## config.mk

```make
export PLATFORM = sky130hd
export DESIGN_NAME = mat_result_collector
export DESIGN_NICKNAME = d
export VERILOG_FILES = /design/src/rtl/mat_result_collector_pkg.sv /design/src/rtl/mat_result_collector_result_buffer.sv /design/src/rtl/mat_result_collector.sv
export SDC_FILE = /design/constraint.sdc
export NUM_CORES = 1
export LEC_CHECK = 0
export CORE_MARGIN = 2
export CORE_UTILIZATION = 27
export CTS_CLUSTER_DIAMETER = 50
export DETAILED_ROUTE_END_ITERATION = 8
export PLACE_DENSITY_LB_ADDON = 0.08
export SYNTH_ARGS = -nofsm -noshare
export SYNTH_HDL_FRONTEND = slang
export SYNTH_HIERARCHICAL = 1
export SYNTH_SLANG_ARGS = --single-unit
```

## constraint.sdc

```tcl
create_clock -name clk -period 4.2 [get_ports clk]
set_input_delay 0.63 -clock clk [delete_from_list [all_inputs] [get_ports clk]]
set_output_delay 0.63 -clock clk [all_outputs]
set_load 0.1 [all_outputs]
```

## src/rtl/mat_result_collector_pkg.sv

```systemverilog
// Shared types and constants for the result collector: FSM states,
// byte-lane indices within one result word, and default geometry.
package mat_result_collector_pkg;

    typedef enum logic [1:0] {
        IDLE = 2'd0,
        RECV = 2'd1,
        DONE = 2'd2
    } state_t;

    // Byte position inside one result word (LSB byte first on the wire)
    localparam logic [1:0] LANE_LO  = 2'd0;
    localparam logic [1:0] LANE_MID = 2'd1;
    localparam logic [1:0] LANE_HI  = 2'd2;

    localparam int DEF_ELEMS = 9;
    localparam int DEF_RW    = 18;
    localparam int ADDR_W    = 4;

endpackage

```

## src/rtl/mat_result_collector_result_buffer.sv

```systemverilog
// result_buffer: ELEMS x RW storage, one synchronous write port and one
// registered read port. A same-cycle read of the address being written
// returns the old contents; out-of-range reads return zero. The storage
// itself is not reset, only the read register.
module result_buffer
    import mat_result_collector_pkg::*;
#(
    parameter int ELEMS = DEF_ELEMS,
    parameter int RW    = DEF_RW
) (
    input  logic              clk,
    input  logic              rst,
    input  logic              wr_en,
    input  logic [ADDR_W-1:0] wr_addr,
    input  logic [RW-1:0]     wr_data,
    input  logic [ADDR_W-1:0] rd_addr,
    output logic [RW-1:0]     rd_data
);

    localparam logic [ADDR_W:0] DEPTH = (ADDR_W+1)'(ELEMS);

    logic [RW-1:0] mem [ELEMS];

    // Write port; address is always < ELEMS because the element counter wraps
    always_ff @(posedge clk) begin
        if (wr_en) mem[wr_addr] <= wr_data;
    end

    // Registered read with zero for addresses beyond the matrix
    always_ff @(posedge clk or negedge rst) begin
        if (!rst)                        rd_data <= '0;
        else if ({1'b0, rd_addr} < DEPTH) rd_data <= mem[rd_addr];
        else                             rd_data <= '0;
    end

endmodule

```

## src/rtl/mat_result_collector.sv

```systemverilog
// mat_result_collector: gathers one matrix of ELEMS result words arriving
// as 3 bytes each (LSB first) and stores them in a readable buffer.
// Optional macro MAT_COLLECT_RANGE_CHK_EN adds a sticky error flag for
// nonzero spare bits in the top byte of a word.
module mat_result_collector
    import mat_result_collector_pkg::*;
#(
    parameter int ELEMS = DEF_ELEMS,
    parameter int RW    = DEF_RW
) (
    input  logic              clk,
    input  logic              rst,
    input  logic              start,
    input  logic [7:0]        byte_in,
    input  logic              byte_valid,
    output logic              byte_ready,
    input  logic [ADDR_W-1:0] rd_addr,
    output logic [RW-1:0]     rd_data,
    output logic              busy,
    output logic              done,
    output logic              err
);

    localparam logic [ADDR_W-1:0] LAST_ELEM = ADDR_W'(ELEMS - 1);

    state_t            state, state_nxt;
    logic [1:0]        lane;
    logic [ADDR_W-1:0] elem;
    logic [15:0]       word_lo;
    logic              accept;
    logic              wr_en;
    logic [RW-1:0]     wr_data;

    assign byte_ready = (state == RECV);
    assign busy       = (state == RECV);
    assign done       = (state == DONE);

    // start takes priority over a coincident handshake, dropping that byte
    assign accept  = byte_valid && byte_ready && !start;
    assign wr_en   = accept && (lane == LANE_HI);
    assign wr_data = {byte_in[RW-17:0], word_lo};

    // State register
    always_ff @(posedge clk or negedge rst) begin
        if (!rst) state <= IDLE;
        else      state <= state_nxt;
    end

    // Next-state decode
    always_comb begin
        state_nxt = state;
        case (state)
            IDLE: if (start) state_nxt = RECV;
            RECV: begin
                if (start)                                state_nxt = RECV;
                else if (wr_en && (elem == LAST_ELEM))    state_nxt = DONE;
            end
            DONE: if (start) state_nxt = RECV;
            default: state_nxt = IDLE;
        endcase
    end

    // Lane/element counters and partial-word assembly
    always_ff @(posedge clk or negedge rst) begin
        if (!rst) begin
            lane    <= LANE_LO;
            elem    <= '0;
            word_lo <= '0;
        end else if (start) begin
            lane <= LANE_LO;
            elem <= '0;
        end else if (accept) begin
            case (lane)
                LANE_LO: begin
                    word_lo[7:0] <= byte_in;
                    lane         <= LANE_MID;
                end
                LANE_MID: begin
                    word_lo[15:8] <= byte_in;
                    lane          <= LANE_HI;
                end
                default: begin
                    lane <= LANE_LO;
                    elem <= (elem == LAST_ELEM) ? '0 : elem + 1'b1;
                end
            endcase
        end
    end

`ifdef MAT_COLLECT_RANGE_CHK_EN
    logic err_q;

    // Sticky flag for spare top-byte bits; word is still stored truncated
    always_ff @(posedge clk or negedge rst) begin
        if (!rst)                                err_q <= 1'b0;
        else if (start)                          err_q <= 1'b0;
        else if (wr_en && (byte_in[7:RW-16] != '0)) err_q <= 1'b1;
    end

    assign err = err_q;
`else
    logic unused_hi_bits;
    assign unused_hi_bits = ^byte_in[7:RW-16];
    assign err = 1'b0;
`endif

    result_buffer #(
        .ELEMS (ELEMS),
        .RW    (RW)
    ) u_buf (
        .clk     (clk),
        .rst     (rst),
        .wr_en   (wr_en),
        .wr_addr (elem),
        .wr_data (wr_data),
        .rd_addr (rd_addr),
        .rd_data (rd_data)
    );

endmodule

```

# Yosys cells after proc, flatten, opt, wreduce, memory -nomap -nowiden
# Memory sizes are Yosys's and may differ from the RTL's.
# Index checks and enable logic that the tools add are counted.
op_classes:
  mux: 14
  bitwise_logic: 1
  n_reduce_logical: 14
  order_cmp: 1
  n_eq_ne: 8
  n_addsub: 1
ops:
  columns: ["cell", "n"]
  rows:
  - ["2-to-1 mux 18 bit", 1]
  - ["2-to-1 mux 4 bit", 4]
  - ["2-to-1 mux 2 bit", 5]
  - ["one-hot mux 2 bit (2 select lines)", 2]
  - ["AND reduction 3 bit", 2]
  - ["adder 4 x 1 -> 4 bit, second input constant", 1]
  - ["== test 2 x 1 -> 1 bit, second input constant", 2]
  - ["== test 2 bit, second input constant", 2]
  - ["== test 4 bit, second input constant", 1]
  - ["logical AND 1 bit", 4]
  - ["zero test 2 bit", 2]
  - ["< comparator 4 bit, second input constant", 1]
  - ["inequality test 2 x 1 -> 1 bit, second input constant", 2]
  - ["AND reduction 2 bit", 2]
  - ["OR reduction 2 bit", 2]
  - ["inequality test 3 x 2 -> 1 bit, second input constant", 1]
  - ["2-to-1 mux 1 bit", 2]
  - ["nonzero test 2 bit", 1]
  - ["zero test 1 bit", 1]
  - ["NOT 1 bit", 1]
totals:
  reg_bits: 42
  inputBits: 16
  output_inout_bits: 22
  ramBits: 162
  memories: 1
  elab_cells: 46
memory_table:
  columns: ["name", "depth", "word_bits", "read_ports", "rd_clocked_by_memory_dff", "wr", "line", "text"]
  rows:
  - ["u_buf.mem", 9, 18, 1, 0, 1, "mat_result_collector_result_buffer.sv:22", "logic [RW-1:0] mem [ELEMS];"]

# Depth between registers and ports, before layout
logic_depth:
  depth_word: 8
  mapped_depth: 7
  depth_no_buf: 5

# Modules after synthesis
# The synthesis kept the hierarchy.
modules_own_cells:
  columns: ["mod", "seq_area_each_um2", "instances", "area_each_um2", "cells_per_inst"]
  rows:
  - ["result_buffer", 5315.1, 1, 6866.6, 340]
  - ["mat_result_collector", 600.6, 1, 1083.5, 85]

# Worst setup path before layout
# No wires, ideal clock.
synth_timing:
  path_kind: "input -> register"
  from: "input port byte_valid"
  to: "memory u_buf/mem[8][0] (netlist bit), enable pin"
  t_arrival_ns: 2.914
  setup_ns: 0.439
  stages: 4
  path_slack_ns: 0.847
  required_ns: 3.761
  n_path_buf: 0
  cell_sequence: "nand4b_1 > nor3_1 > nand2_1 > nor4_1"
synth_via:
  elab_chain_cells: 5
synth_rtl:
  columns: ["element", "line", "text"]
  rows:
  - ["from (decl)", "mat_result_collector.sv:15", "input logic byte_valid,"]
  - ["logical AND 1 bit (2 in series)", "mat_result_collector.sv:39", "assign accept = byte_valid && byte_ready && !start;"]
  - ["logical AND 1 bit", "mat_result_collector.sv:40", "assign wr_en = accept && (lane == LANE_HI);"]
  - ["via wr_en", "mat_result_collector.sv:31", "logic wr_en;"]
  - ["2-to-1 mux 1 bit", "mat_result_collector_result_buffer.sv:26", "if (wr_en) mem[wr_addr] <= wr_data;"]
  - ["2-to-1 mux 1 bit (not written as such)", "mat_result_collector_result_buffer.sv:26", null]
  - ["to (decl)", "mat_result_collector_result_buffer.sv:22", null]
# The timed path passes the listed nets, and every way through them passes these cells.

# Worst setup path after layout
layout_timing:
  from: "register state[0]"
  to: "output port done"
layout_via:
  elab_chain_cells: 1
layout_rtl:
  columns: ["element", "line", "text"]
  rows:
  - ["from (decl)", "mat_result_collector.sv:26", "state_t state, state_nxt;"]
  - ["from (signal assigned)", "mat_result_collector.sv:46", "else state <= state_nxt;"]
  - ["== test 2 bit", "mat_result_collector.sv:36", "assign done = (state == DONE);"]
  - ["to (decl)", "mat_result_collector.sv:20", "output logic done,"]
# Every way passes these cells.

==> results.md <==
- After synthesis, the largest family of logic cells by area is multiplexers.
- The critical path start-end classification is reg -> out.
- The clock skew after layout is 0.0126 ns.
- At the end of routability-driven placement, the weighted congestion stood at ~0.7.
- The netlist area before placement is around 8000 um^2.
- The worst setup path is captured at a primary output.
- The post-synthesis net count is 443.
- The post-synthesis area per instance is 18.7 um^2.
- Setup violations remaining at the end of the flow were counted as 0.
- Of the total synthesized cell area, the portion taken by AND, OR, NAND and NOR gates is 0.0505.
- The total number of vias is 3979.
- The number of global-route vias before repair is 4228.
- The clock input transition at the sequential cells of the worst setup and hold paths is 0.06 ns.
- The analysis attributes to cell leakage a power of 3.42 nW.
- The height of the chip is 176 um.
- In this run the post-CTS setup repair buffer count came out at 0.
- The maximum number of buffers from clock root to sink is 3.
- The count of antenna diodes in the layout is 0.
- The count of final max-slew check failures was 0.
- The die footprint is roughly 31000 um^2.
- The most used flip-flop cell after synthesis is edfxtp_1.
- For the worst-skew pair, the clock arrives at the later sink with an insertion delay of roughly 0.53 ns.
- The kind of path behind the tightest hold check is in -> async.
- The initial antenna violation count is 0.
- In the routed layout, each cell is associated on average with a via count of ~4.4.
- The standard cell area after detailed placement is 8800 um^2.
- The fraction of synthesized area in multiplexers is 0.146.
- Counting instances in the post-synthesis netlist gives the leading cell types as 162 x edfxtp_1, 42 x dfrtp_1, 34 x mux2_2.
- The slack of the worst reg-to-reg path is 1.42 ns.
- The number of DRC markers in iteration 0 is between 200 and 300.
- Synthesis inferred 204 register bits.
- The detailed placement HPWL is 10400 um.
- The arithmetic-cell share of the synthesized area counting full adders, half adders and majority gates is 0.00315.
- The TritonCTS clock tree is yes.
- After detailed placement, the design holds a cell count of between 800 and 900.
- The number of standard cells in the final layout excluding fillers is 898.
- Setup repair after global routing left no endpoint under its margin.
- The number of I/O pins is 38.
- The xor and xnor area share after synthesis is 0.
- Data arrives at the worst endpoint at 2.33 ns.
- Gates resized during post-CTS repair numbered 0.
- The share of total power dissipated in sequential elements is 0.465.
- The gate count of the mapped netlist is roughly 430.
- The worst path required time is 3.57 ns.
- For this configuration, the core starts out at a cell density of 0.275.
- After synthesis, the share of flip-flops with an asynchronous set or reset is 0.206.
- The most used standard cell by instance count after synthesis is edfxtp_1.
- Buffers inserted to repair hold after CTS numbered 0.
- Summed over all instances, the cell type with the most area after synthesis is edfxtp_1.
- The total number of clock tree sinks is between 200 and 250.
- Ranked by total cell area, the synthesized netlist is headed by edfxtp_1 61%, dfrtp_1 13%, mux2_2 4.8%.
- Across the run, the number of max-cap violations was 0.
- The power per unit of standard cell area is 543 nW/um^2.
- The tree is rooted in a clkbuf_16.
- The area share of the largest cell type after synthesis is 0.612.
- The worst register-to-register path begins at state[1].
- The first-pass GRT wire length is 27800 um.
- The number of nets in the final layout is 509.
- The maximum frequency from static timing analysis is roughly 0.34 GHz.
- The share of total power dissipated in combinational logic is 0.062.
- The iteration count of the initial detailed-routing pass is 4.
- The flow ran to the end, and the final reports show no timing, DRC or antenna violations.
- Once layout is complete, the utilization of the core stands at 0.340.
- The floorplan has 62 rows.
- STA classifies the critical path startpoint as a flop.
- The maximum vdd drop is around 0.26 mV.
- The number of levels the H-tree was split into is 1.
- In the global route stage, overall resource usage came out at 0.123.
- The count of buffers added on input and output ports is 36.
- The area fraction in compound gates after synthesis is 0.0321.
- Counting cells, the worst reg-to-reg path comes to 5.
- The total negative slack is 0 ns.
- The die is 176 um wide.
- In this run the tightest slew margin relative to its limit is 0.351.
- Summing all non-filler instances in the final layout gives an area of between 9000 and 10000 um^2.
- Clock tree synthesis inserted a total of 29 buffers.
- The count of different cell masters after synthesis is 41.
- Relative to the synthesized area, the layout overhead comes to 23.4%.
- The final count of hold timing violations is 0.
- In this run the power spent charging and discharging nets is 1.23 mW.
- The switching power share of the total is 0.231.
- For the pin with the worst max-slew slack, the measured transition is between 0.9 and 1 ns.
- The part of the power in the clock network is 0.472.
- The core box area is 28900 um^2.
- The count of nets left with antenna violations after detail routing is 0.
- For this run, the number of Yosys warnings is 6.
- The number of enable-type register cells in the synthesized netlist is ~160.
- In the final layout, the share of cells above drive strength 1 is 0.251.
- The maximum number of pins on one net before global-route repair is 43.
- The overflow left after global routing is 0.
- The routed length per placed instance is 20.6 um.
- The DRC violation count after routing is 0.
- The portion of the clock cycle consumed by the worst path in the final layout is 0.704.
- For the finished layout, the period the worst path requires is ~3.0 ns.
- For this run, the register share of the synthesized area comes to 0.744.
- The internal power is around 4 mW.
- The largest fanout on the critical path is 7.
- The endpoint identified for the worst register-to-register timing path is u_buf/mem[1][17].
- The detailed-route wire length is 18500 um.
-- cells in the final DEF, fill, tap and decap left out, types with 4 or more instances in the layout --
cell,Yosys,layout
edfxtp_1,162,162
dfrtp_1,42,42
mux2_2,34,34
clkdlybuf4s50_1,0,34
clkbuf_16,0,29
nand2_1,27,27
mux2i_1,20,20
buf_4,2,19
nor2b_1,14,14
o31ai_1,14,14
mux4_1,13,13
o22ai_1,13,13
mux2_4,8,8
nor2_2,0,6
nand3_1,5,5
bufinv_16,0,5
clkinvlp_4,0,5
mux4_2,5,5
o21ai_1,5,5
inv_1,4,4
nand2b_1,4,4
clkbuf_1,5,4
clkinv_2,0,4
-- metrics by stage --
| stage | setup slack (ns) | hold slack, ns | power (mW) |
|---|---|---|---|
| after floorplan | 0.847 | 0.334 | 2.71 |
| after global placement | 0.796 | 0.431 | 2.85 |
| after detailed placement | 0.699 | 0.440 | 2.86 |
| after CTS | 1.21 | 0.238 | 5.41 |
| after global routing | 1.12 | 0.269 | 5.53 |
| final | 1.24 | 0.216 | 5.33 |
-- worst max-delay path, cell delays in order, from the launching register on --
cell	delay, ns
dfrtp_1	0.43
and2b_1	0.23
clkdlybuf4s50_1	1.13
-- flip-flops by register name, indices dropped and copies added, names as in the netlist --
register / count
elem: 4
state: 2
word_lo: 16
u_buf/rd_data: 18
u_buf/mem: 162
lane: 2
-- per-layer routing --
layer,GRT usage,vias up,part of all wire,wire length [um]
li1,-,1807,-,-
met1,0.176,2054,0.47,8790
met2,0.195,87,0.46,8600
met3,0.0203,31,0.041,768
met4,0.0344,0,0.020,369
met5,0,-,0,0
-- worst max path at each step --
| stage | slack (ns) | depth (start not counted) | start | endpoint |
|---|---|---|---|---|
| 2_1_floorplan | 0.85 | 4 | byte_valid | u_buf/mem[8][0] |
| 3_3_place_gp | 0.80 | 6 | byte_valid | u_buf/mem[1][4] |
| 3_5_place_dp | 0.70 | 6 | byte_valid | u_buf/mem[1][8] |
| 4_1_cts | 1.21 | 2 | state[0] | done |
| 5_1_grt | 1.12 | 6 | byte_valid | u_buf/mem[1][14] |
| 6_report | 1.24 | 2 | state[0] | done |
-- layout make-up --
type / count / area [um^2]
fill: 2784 / 19000
sequential: 204 / 5920
multi-input combinational: 196 / 1870
clock buffer: 35 / 768
timing repair buffer: 56 / 513
tap: 384 / 480
clock inverter: 19 / 241
inverter: 4 / 15.0
-- cells by family (layout without fill, tap and decap cells) --
family	after synthesis	in the layout
flip-flops	204	204
multiplexers	80	80
AND/OR/NAND/NOR	73	73
AO/OA/AOI/OAI	40	40
buffers and inverters	25	114
adder cells (fa/ha/maj)	2	2
other	1	1
-- power groups by stage --
stage	clock network, mW	logic, mW	registers [mW]
2_1_floorplan	0	0.152	2.56
6_report	2.52	0.331	2.48
3_5_place_dp	0	0.338	2.52
5_1_grt	2.68	0.352	2.50
3_3_place_gp	0	0.338	2.51
4_1_cts	2.58	0.339	2.48
No activity file was read; power rests on OpenSTA's default activity.
